## src/rtl/cordic_sched_pkg.sv

```systemverilog
// Shared types and constants for the CORDIC channel scheduler.
// Holds the FSM state enum, the angle width and the phase-wrap rule.
package cordic_sched_pkg;

  localparam int ANGLE_W = 8;
  localparam logic signed [ANGLE_W-1:0] ANGLE_MAX_DEF = 8'sd127;
  localparam logic signed [ANGLE_W-1:0] ANGLE_MIN_DEF = -8'sd74;

  typedef enum logic [2:0] {
    IDLE,
    ARB,
    ISSUE,
    WAIT_LOW,
    WAIT_HIGH,
    CAPTURE
  } state_e;

  // Two guard bits let phase+step be compared as signed without overflow.
  function automatic logic signed [ANGLE_W-1:0] phase_next(
    input logic signed [ANGLE_W-1:0] phase,
    input logic [ANGLE_W-1:0]        step,
    input logic signed [ANGLE_W-1:0] amax,
    input logic signed [ANGLE_W-1:0] amin
  );
    logic signed [ANGLE_W+1:0] sum;
    sum = {{2{phase[ANGLE_W-1]}}, phase} + {2'b00, step};
    if (sum > $signed({{2{amax[ANGLE_W-1]}}, amax})) return amin;
    return sum[ANGLE_W-1:0];
  endfunction

endpackage

```

## src/rtl/cordic_scheduler_if.sv

```systemverilog
// Start/done handshake between the scheduler (master) and the shared CORDIC core (slave).
interface cordic_scheduler_if;

  logic                                        cordic_rst;
  logic signed [cordic_sched_pkg::ANGLE_W-1:0] cordic_angle;
  logic                                        cordic_done;
  logic        [cordic_sched_pkg::ANGLE_W-1:0] cordic_result;

  modport master (
    output cordic_rst,
    output cordic_angle,
    input  cordic_done,
    input  cordic_result
  );

  modport slave (
    input  cordic_rst,
    input  cordic_angle,
    output cordic_done,
    output cordic_result
  );

endinterface

```

## src/rtl/cordic_scheduler_rr_arbiter.sv

```systemverilog
// Round-robin grant: first requester strictly above last_grant, else lowest requester.
module rr_arbiter #(
  parameter int NUM_CH = 2,
  parameter int IDX_W  = (NUM_CH > 1) ? $clog2(NUM_CH) : 1
) (
  input  logic [NUM_CH-1:0] req,
  input  logic [IDX_W-1:0]  last_grant,
  output logic [NUM_CH-1:0] grant_oh,
  output logic [IDX_W-1:0]  grant_idx,
  output logic              grant_vld
);

  logic [NUM_CH-1:0] hi_req;

  always_comb begin
    hi_req    = '0;
    grant_idx = '0;
    grant_vld = 1'b0;
    grant_oh  = '0;
    for (int i = 0; i < NUM_CH; i++) begin
      hi_req[i] = req[i] && (i > int'(last_grant));
    end
    for (int i = NUM_CH - 1; i >= 0; i--) begin
      if (req[i]) begin
        grant_idx = IDX_W'(i);
        grant_vld = 1'b1;
      end
    end
    // Requests above the previous winner take precedence over the wrap-around pick.
    for (int i = NUM_CH - 1; i >= 0; i--) begin
      if (hi_req[i]) grant_idx = IDX_W'(i);
    end
    if (grant_vld) grant_oh[grant_idx] = 1'b1;
  end

endmodule

```

## src/rtl/cordic_scheduler.sv

```systemverilog
// Time-shares one CORDIC core among NUM_CH phase-accumulating angle channels.
// Sticky timeout_err flags a core that never completes.
//
// state     | meaning
// ----------+-------------------------------------------------------------
// IDLE      | no work; leave when any channel is enabled
// ARB       | round-robin grant, latch grant and present its phase
// ISSUE     | one-cycle cordic_rst, arm the timeout counter
// WAIT_LOW  | wait for done to drop (rejects a leftover done level)
// WAIT_HIGH | wait for done to rise
// CAPTURE   | store result, strobe chan_valid, advance phase
module cordic_scheduler
  import cordic_sched_pkg::*;
#(
  parameter int                        NUM_CH    = 2,
  parameter logic signed [ANGLE_W-1:0] ANGLE_MAX = ANGLE_MAX_DEF,
  parameter logic signed [ANGLE_W-1:0] ANGLE_MIN = ANGLE_MIN_DEF,
  parameter int                        TIMEOUT   = 64
) (
  input  logic                        DAC_clk,
  input  logic                        rst_n,
  input  logic [NUM_CH-1:0]           ch_en,
  input  logic [ANGLE_W*NUM_CH-1:0]   ch_step,
  cordic_scheduler_if.master          core,
  output logic [ANGLE_W*NUM_CH-1:0]   chan_data,
  output logic [NUM_CH-1:0]           chan_valid,
  output logic                        busy,
  output logic                        timeout_err
);

  localparam int IDX_W = (NUM_CH > 1) ? $clog2(NUM_CH) : 1;
  localparam int TMO_W = $clog2(TIMEOUT + 1);
  localparam logic [IDX_W-1:0] LAST_RST = IDX_W'(NUM_CH - 1);

  state_e                     state, state_nxt;
  logic [IDX_W-1:0]           grant, last_grant, arb_idx;
  logic [NUM_CH-1:0]          grant_oh, arb_oh;
  logic                       arb_vld;
  logic signed [ANGLE_W-1:0]  phase [NUM_CH];
  logic signed [ANGLE_W-1:0]  angle_q;
  logic [TMO_W-1:0]           tmo_cnt;
  logic                       tmo_tc;
  logic                       do_grant, do_capture, do_timeout;

  rr_arbiter #(.NUM_CH(NUM_CH), .IDX_W(IDX_W)) u_rr_arbiter (
    .req        (ch_en),
    .last_grant (last_grant),
    .grant_oh   (arb_oh),
    .grant_idx  (arb_idx),
    .grant_vld  (arb_vld)
  );

  assign tmo_tc = (tmo_cnt == '0);

  always_comb begin
    state_nxt  = state;
    do_grant   = 1'b0;
    do_capture = 1'b0;
    do_timeout = 1'b0;
    case (state)
      IDLE:      if (|ch_en) state_nxt = ARB;
      ARB: begin
        if (arb_vld) begin
          do_grant  = 1'b1;
          state_nxt = ISSUE;
        end else begin
          state_nxt = IDLE;
        end
      end
      ISSUE:     state_nxt = WAIT_LOW;
      WAIT_LOW: begin
        if (tmo_tc) begin
          do_timeout = 1'b1;
          state_nxt  = IDLE;
        end else if (!core.cordic_done) begin
          state_nxt = WAIT_HIGH;
        end
      end
      WAIT_HIGH: begin
        if (tmo_tc) begin
          do_timeout = 1'b1;
          state_nxt  = IDLE;
        end else if (core.cordic_done) begin
          state_nxt = CAPTURE;
        end
      end
      CAPTURE: begin
        do_capture = 1'b1;
        state_nxt  = IDLE;
      end
      default:   state_nxt = IDLE;
    endcase
  end

  assign busy            = (state != IDLE);
  assign core.cordic_rst = (state == ISSUE);
  // The granted phase is shown combinationally in ARB so the angle is valid from ARB onward.
  assign core.cordic_angle = (state == ARB && arb_vld) ? phase[arb_idx] : angle_q;

  always_ff @(posedge DAC_clk or negedge rst_n) begin
    if (!rst_n) begin
      state       <= IDLE;
      grant       <= '0;
      grant_oh    <= '0;
      last_grant  <= LAST_RST;
      angle_q     <= '0;
      tmo_cnt     <= '0;
      chan_data   <= '0;
      chan_valid  <= '0;
      timeout_err <= 1'b0;
      for (int k = 0; k < NUM_CH; k++) phase[k] <= '0;
    end else begin
      state      <= state_nxt;
      chan_valid <= '0;
      if (do_grant) begin
        grant    <= arb_idx;
        grant_oh <= arb_oh;
        angle_q  <= phase[arb_idx];
      end
      if (state == ISSUE) begin
        tmo_cnt <= TMO_W'(TIMEOUT - 1);
      end else if ((state == WAIT_LOW || state == WAIT_HIGH) && !tmo_tc) begin
        tmo_cnt <= tmo_cnt - TMO_W'(1);
      end
      if (do_capture) begin
        chan_data[int'(grant)*ANGLE_W +: ANGLE_W] <= core.cordic_result;
        chan_valid   <= grant_oh;
        phase[grant] <= phase_next(phase[grant], ch_step[int'(grant)*ANGLE_W +: ANGLE_W],
                                   ANGLE_MAX, ANGLE_MIN);
        last_grant   <= grant;
      end
      if (do_timeout) begin
        timeout_err <= 1'b1;
        last_grant  <= grant;
      end
    end
  end

endmodule

```

## src/flat_wrapper.sv

```systemverilog
// flat-port wrapper written by rule: the top's interface ports become plain ports
module cordic_scheduler_flat import cordic_sched_pkg::*;
#(
  parameter int                        NUM_CH    = 2,
  parameter logic signed [ANGLE_W-1:0] ANGLE_MAX = ANGLE_MAX_DEF,
  parameter logic signed [ANGLE_W-1:0] ANGLE_MIN = ANGLE_MIN_DEF,
  parameter int                        TIMEOUT   = 64
)
  (DAC_clk, rst_n, ch_en, ch_step, chan_data, chan_valid, busy, timeout_err, core_cordic_rst, core_cordic_angle, core_cordic_done, core_cordic_result);
  cordic_scheduler_if core_i ();
  input  logic DAC_clk;
  input  logic rst_n;
  input  logic [NUM_CH-1:0] ch_en;
  input  logic [ANGLE_W*NUM_CH-1:0] ch_step;
  output logic [ANGLE_W*NUM_CH-1:0] chan_data;
  output logic [NUM_CH-1:0] chan_valid;
  output logic busy;
  output logic timeout_err;
  output wire logic [$bits(core_i.cordic_rst)-1:0] core_cordic_rst;
  output wire logic [$bits(core_i.cordic_angle)-1:0] core_cordic_angle;
  input wire logic [$bits(core_i.cordic_done)-1:0] core_cordic_done;
  input wire logic [$bits(core_i.cordic_result)-1:0] core_cordic_result;
  assign core_cordic_rst = core_i.cordic_rst;
  assign core_cordic_angle = core_i.cordic_angle;
  assign core_i.cordic_done = core_cordic_done;
  assign core_i.cordic_result = core_cordic_result;
  cordic_scheduler #(.NUM_CH(NUM_CH), .ANGLE_MAX(ANGLE_MAX), .ANGLE_MIN(ANGLE_MIN), .TIMEOUT(TIMEOUT)) u_core (.DAC_clk(DAC_clk), .rst_n(rst_n), .ch_en(ch_en), .ch_step(ch_step), .core(core_i), .chan_data(chan_data), .chan_valid(chan_valid), .busy(busy), .timeout_err(timeout_err));
endmodule
```

## config.mk

```make
export PLATFORM = sky130hd
export DESIGN_NAME = cordic_scheduler_flat
export DESIGN_NICKNAME = d
export VERILOG_FILES = /design/src/rtl/cordic_sched_pkg.sv /design/src/rtl/cordic_scheduler_if.sv /design/src/rtl/cordic_scheduler_rr_arbiter.sv /design/src/rtl/cordic_scheduler.sv /design/src/flat_wrapper.sv
export SDC_FILE = /design/constraint.sdc
export NUM_CORES = 1
export LEC_CHECK = 0
export BUFFER_PORTS_ARGS = -buffer_cell sky130_fd_sc_hd__buf_2
export CORE_MARGIN = 2
export CORE_UTILIZATION = 50
export CTS_BUF_LIST = sky130_fd_sc_hd__clkbuf_4 sky130_fd_sc_hd__clkbuf_8 sky130_fd_sc_hd__clkbuf_16
export CTS_CLUSTER_DIAMETER = 120
export DETAILED_ROUTE_END_ITERATION = 8
export PLACE_DENSITY = 0.82
export REMOVE_ABC_BUFFERS = 1
export SETUP_SLACK_MARGIN = 0.2
export SKIP_LAST_GASP = 1
export SYNTH_ARGS = -nofsm -noshare
export SYNTH_HDL_FRONTEND = slang
export SYNTH_SLANG_ARGS = --single-unit
```

## constraint.sdc

```tcl
create_clock -name DAC_clk -period 2.6 [get_ports DAC_clk]
set_input_delay 0.26 -clock DAC_clk [delete_from_list [all_inputs] [get_ports DAC_clk]]
set_output_delay 0.26 -clock DAC_clk [all_outputs]
set_load 0.01 [all_outputs]
```

Word level (Yosys, flattened, before mapping)
Cells that the tools add are included.

word-level totals
  register bits after elaboration = 57
  latch bits = 0
  bits in writable memories = 0
  bits in read-only memories = 0
  bits of input ports = 29
  output and inout bits = 29
  logic and storage cells = 89
  memories = 0

cells by class
  $add $sub $neg = 3
  multipliers = 0
  div/mod/pow operators = 0
  order comparisons = 7
  equality and inequality tests = 8
  shifts and indexed selects = 3
  multiplexer cells = 40
  bitwise gates (word level) = 2
  reduce and logical (&&, ||, !) cells = 15

operators with widths
  kind                                                                     number
  8-bit 2-to-1 mux                                                         11
  4-bit negator with 33-bit output                                         1
  8-bit by 33-bit variable shift with 16-bit output, first input constant  1
  8-bit by 33-bit indexed part select with 16-bit output                   1
  16-bit bitwise mux                                                       2
  16-bit by 5-bit indexed part select with 8-bit output                    1
  3-bit 2-to-1 mux                                                         5
  3-bit one-hot mux with 5 select lines                                    1
  1-bit 2-to-1 mux                                                         14
  7-bit 2-to-1 mux                                                         2
  8-bit by 9-bit adder with 10-bit output                                  1
  10-bit by 8-bit > comparator with 1-bit output, second input constant    1
  8-bit demux with 1-bit select                                            1
  7-bit zero test                                                          1
  7-bit by 1-bit subtractor with 7-bit output, second input constant       1
  3-bit by 2-bit equality test with 1-bit output, second input constant    2
  3-bit equality test, second input constant                               2
  2-bit 2-to-1 mux                                                         3
  3-bit by 2-bit inequality test with 1-bit output, second input constant  2
  1-bit logical AND                                                        5
  2-bit greater-or-equal comparator, second input constant                 2
  1-bit NOT with 2-bit output                                              2
  2-bit nonzero test                                                       2
  2-bit OR reduction                                                       2
  other kinds (12)                                                         12

Depth between registers and ports, before layout
  word-level depth = 11
  mapped depth = 11
  mapped depth without buffers = 9

Modules after synthesis
From an unflattened synthesis, not the netlist that was laid out.

unflattened totals
  cells, all modules = 325
  area, all modules = 3121.7 um^2

modules (own cells, without submodules)
  module            times used  cells an instance  area an instance (um^2)  seq. area each (um^2)
  cordic_scheduler  1           320                3089.2                   1427.6
  rr_arbiter        1           5                  32.5                     0.0

Worst setup path after synthesis
No wires, ideal clock.

  kind = flip-flop to flip-flop
  start = reg u_core.grant
  end = reg u_core.phase[10] (netlist bit)
  setup time = 128 ps
  data arrival time = 2672 ps
  required time = 2472 ps
  path slack = -200 ps
  cell stages (with the launch flop) = 11
  path buffers = 2
  clock period less this slack = 2800 ps
  cell sequence = dfrtp_1 buf_1 buf_2 mux2_2 ha_1 a21oi_1 o21ai_2 a41o_2 mux2_4 nand2_2 a21oi_1

on the way
  cells in the longest elaborated chain, start to end = 11
  elaborated cells on any way between the ends = 17
  classes of those cells = add/sub: 1; order compare: 3; shift: 1; mux: 10; bitwise: 1; reduce/logical: 1

RTL lines
  item                                                                              line                     source
  from (decl)                                                                       cordic_scheduler.sv:36   logic [IDX_W-1:0] grant, last_grant, arb_idx;
  from (signal assigned)                                                            cordic_scheduler.sv:116  grant <= arb_idx;
  branches (longest 10 deep; another with 8-bit by 9-bit adder with 10-bit output)  --
  16-bit bitwise mux (*)                                                            cordic_scheduler.sv:128  phase[grant] <= phase_next(phase[grant], ch_step[int'(grant)*ANGLE_W +: ANGLE_W],
  to (signal, indexed assignment)                                                   cordic_scheduler.sv:128
  to (decl)                                                                         cordic_scheduler.sv:39   logic signed [ANGLE_W-1:0] phase [NUM_CH];

Mark *: on every way between the ends. The select of a mux whose other input is x is not followed.
A chain may end at the register's enable or synchronous reset.

Worst setup path in the final report
Ends and elaborated chain as after synthesis.

==> results.md <==
- Status: finished, final reports clean
- Mapped Area: 3140 sq um
- Diodes inserted: 0
- Compound-Gate Fraction of Synth Area: 0.128
- RSZ-0062 raised after global routing: true
- Drt pass-1 iters: 4
- Switch Pwr: 2.54 mW
- Synth Area in Adders: 0.0503
- Setup CP Type: flip-flop to flip-flop
- PortBufs: 57
- R2R setup slack: approximately 0.019 ns
- Largest family of logic cells by synthesized area: simple AND/OR/NAND/NOR gates
- Avg Inst Size Synth: 9.80 sq um
- Initial antenna violation count: 0
- Cts bufs inserted: 9
- Hold slack: 0.135 ns
- Area occupied by multi-input gates: between 1500 and 2000 sq um
- Final std cells w/o fill: 480
- Synth area leader: dfrtp_1
- Via count: around 2600
- Fin. Hold Viols: 0
- Starting density of the core: 0.524
- Crit path DAT: 2.77 ns
- CTS HTree Levels: 3
- Ys flop type: dfrtp_1
- Count of state elements after synthesis: 57
- Total wire length: 7670 um
- Xor/xnor share of the synthesized area: 0.0307
- Final setup fails: 0
- FP Rows: 28
- Sequential area share after synthesis: 0.455
- VDD IR max: between 1 and 1.5 mV
- Clock sink count: 57
- Area growth syn-to-layout: 27.7%
- CP required: 2.79 ns
- Switching share of total power: 0.427
- Total power: 5.95 mW
- Routed len/inst: 16.0 um
- Max Slew Vio Count: 0
- Core region area: 5990 sq um
- Most common cell after layout, fill and taps aside: nand2_1
- Unique masters post-synth: between 50 and 60
- DP Cell Count: 457
- Fillcell total: 437
- Layout cell share with drive strength beyond 1: 0.375
- Die area: 6920 sq um
- Die X-Extent: between 80 and 90 um
- DP HPWL: 5090 um
- Fin util: 0.669
- Slew @ Worst Pin: a little under 0.7 ns
- Clock Latency Late Sink: 0.33 ns
- Worst min-delay path class: primary input to flip-flop
- Grt ovf: 0
- Fin nets: approximately 440
- Max-cap violation count: 0
- FF+latch area: 1430 sq um
- Synth Area in Simple Gates: 0.200
- Most frequent cells in the layout: nand2_1, buf_2, dfrtp_1
- CP startpoint kind: flip-flop
- Die height: 83.2 um
- I/O pin count: 58
- Minimum clock period after layout: 2.58 ns
- All-Layer GR Usage: 0.228
- Worst-path clk slew: 0.06 ns
- Post-synthesis mux area share: 0.103
- Combinational Power Share: 0.596
- Vias in the first global route: 2668
- Worst Clk Skew: about 0.01 ns
- CP endpoint kind: flip-flop
- Clock Path Buffers: 2
- Root buffer cell: clkbuf_8
- Largest net degree at the start of global routing: 32
- EDFF count, synth: 0
- Syn Inst Count: 320
- Syn. warnings: 0
- P_leak: 1.91 nW
- Period utilisation layout: 0.993
- Vias per cell: around 5.5
- Placer Congestion: 0.849
- Critical path fanouts, max: 7
- DR DRC count: 0
- DRT iter0 DRCs: ~150
- Post-synth top area share: 0.447
- Async SR Flop Fraction: 1.00
- DRT antenna net count: 0
- Slew margin rel.: 0.545
- Max Fclk: 0.387 GHz
- First-pass GRT wire length: 12700 um
- Int Power: 3.41 mW
- Clock share of power: 0.130
- TritonCTS clock tree: done
- Reg power frac: 0.273
- PD cells: about 1500 nW/um^2
- Top post-synthesis cells by area: dfrtp_1, nand2_1, mux2_2, ha_1, a21oi_1
-- synthesized netlist by cell type, types with 2 or more instances --
cell type,instances
nand2_2,2
o21a_1,2
or3_1,2
a21o_1,2
and3_1,4
mux2_4,2
nor3_1,5
o22ai_1,3
nor2b_1,5
buf_2,3
o21ai_0,5
and3b_1,2
a21oi_1,26
inv_1,10
nand3_1,3
o21bai_1,2
clkbuf_1,7
nand2b_1,3
nand2_1,67
o221ai_1,2
mux2i_1,10
a22o_1,6
nor2_1,27
xnor2_1,5
ha_1,11
buf_6,2
dfrtp_1,56
mux2_2,17
xor2_1,6
-- routing by layer --
layer / vias up / routed length (um) / track usage
li1: 1261 / - / -
met1: 1290 / 3350 / 0.275
met2: 70 / 3870 / 0.396
met3: 16 / 267 / 0.0497
met4: 0 / 189 / 0.0924
met5: - / 0 / 0
-- metrics by stage --
step                cell area [sq um]  setup TNS (ns)  worst slack (ns)
floorplan                        3070           -2.52            -0.179
CTS                              3940               0             0.134
finish                           4010               0            0.0187
detailed placement               3580          -0.259           -0.0455
global placement                 3580               0            0.0566
global route                     4010         -0.0865           -0.0352
-- final timing paths --
path | start | end | cells past startpoint
setup / recovery | u_core.grant$_DFFE_PN0P_ | u_core.phase[10]$_DFFE_PN0P_ | 9
hold / removal | core_cordic_result[1] | u_core.chan_data[1]$_DFFE_PN0P_ | 3
max in group asynchronous | rst_n | u_core.last_grant$_DFFE_PN1P_ | 3
hold reg to reg | u_core.chan_data[8]$_DFFE_PN0P_ | u_core.chan_data[8]$_DFFE_PN0P_ | 2
min in group asynchronous | rst_n | u_core.chan_data[8]$_DFFE_PN0P_ | 2
setup reg to reg | u_core.grant$_DFFE_PN0P_ | u_core.phase[10]$_DFFE_PN0P_ | 9
-- power by group through the flow --
stage / sequential [mW] / clock, mW / combinational (mW)
finish: 1.63 / 0.776 / 3.55
CTS: 1.61 / 0.784 / 3.27
global route: 1.68 / 0.835 / 3.85
detailed placement: 1.61 / 0 / 2.93
floorplan: 1.64 / 0 / 1.91
global placement: 1.59 / 0 / 2.84
-- worst max-delay path, stage by stage, from the launching register on --
cell and delay, ns:
dfrtp_2 0.42, mux2_2 0.37, ha_2 0.23, fa_2 0.35, a211o_1 0.29, and3_2 0.22
nor3_2 0.20, o22ai_2 0.16, nand2_8 0.12, a21oi_1 0.07
-- timing repair --
action	CTS	global route
resized for setup	24	10
setup buffers	4	2
hold buffers	1	0
hold endpoints to repair	29	0
setup endpoints to repair	16	17
pin swaps	9	6
-- registers in the layout (all words and copies together) (netlist names) --
signal,flops
u_core.chan_data,16
u_core.state,3
u_core.chan_valid,2
u_core.grant_oh,2
u_core.last_grant,1
u_core.phase,16
u_core.angle_q,8
u_core.tmo_cnt,7
u_core.grant,1
u_core.timeout_err,1
-- cells by family after synthesis --
group	after synthesis
AO/OA/AOI/OAI	58
flip-flops	57
multiplexers	29
AND/OR/NAND/NOR	130
adder cells (fa/ha/maj)	12
buffers and inverters	23
XOR/XNOR	11
-- cell type report --
cell class                 instances  share of cell area
tap                               75              0.0234
sequential                        57               0.357
clock inverter                     2             0.00312
timing repair buffer              82               0.122
clock buffer                      14              0.0434
inverter                          10             0.00937
multi-input combinational        240               0.441
No activity file was read; power rests on OpenSTA's default activity.
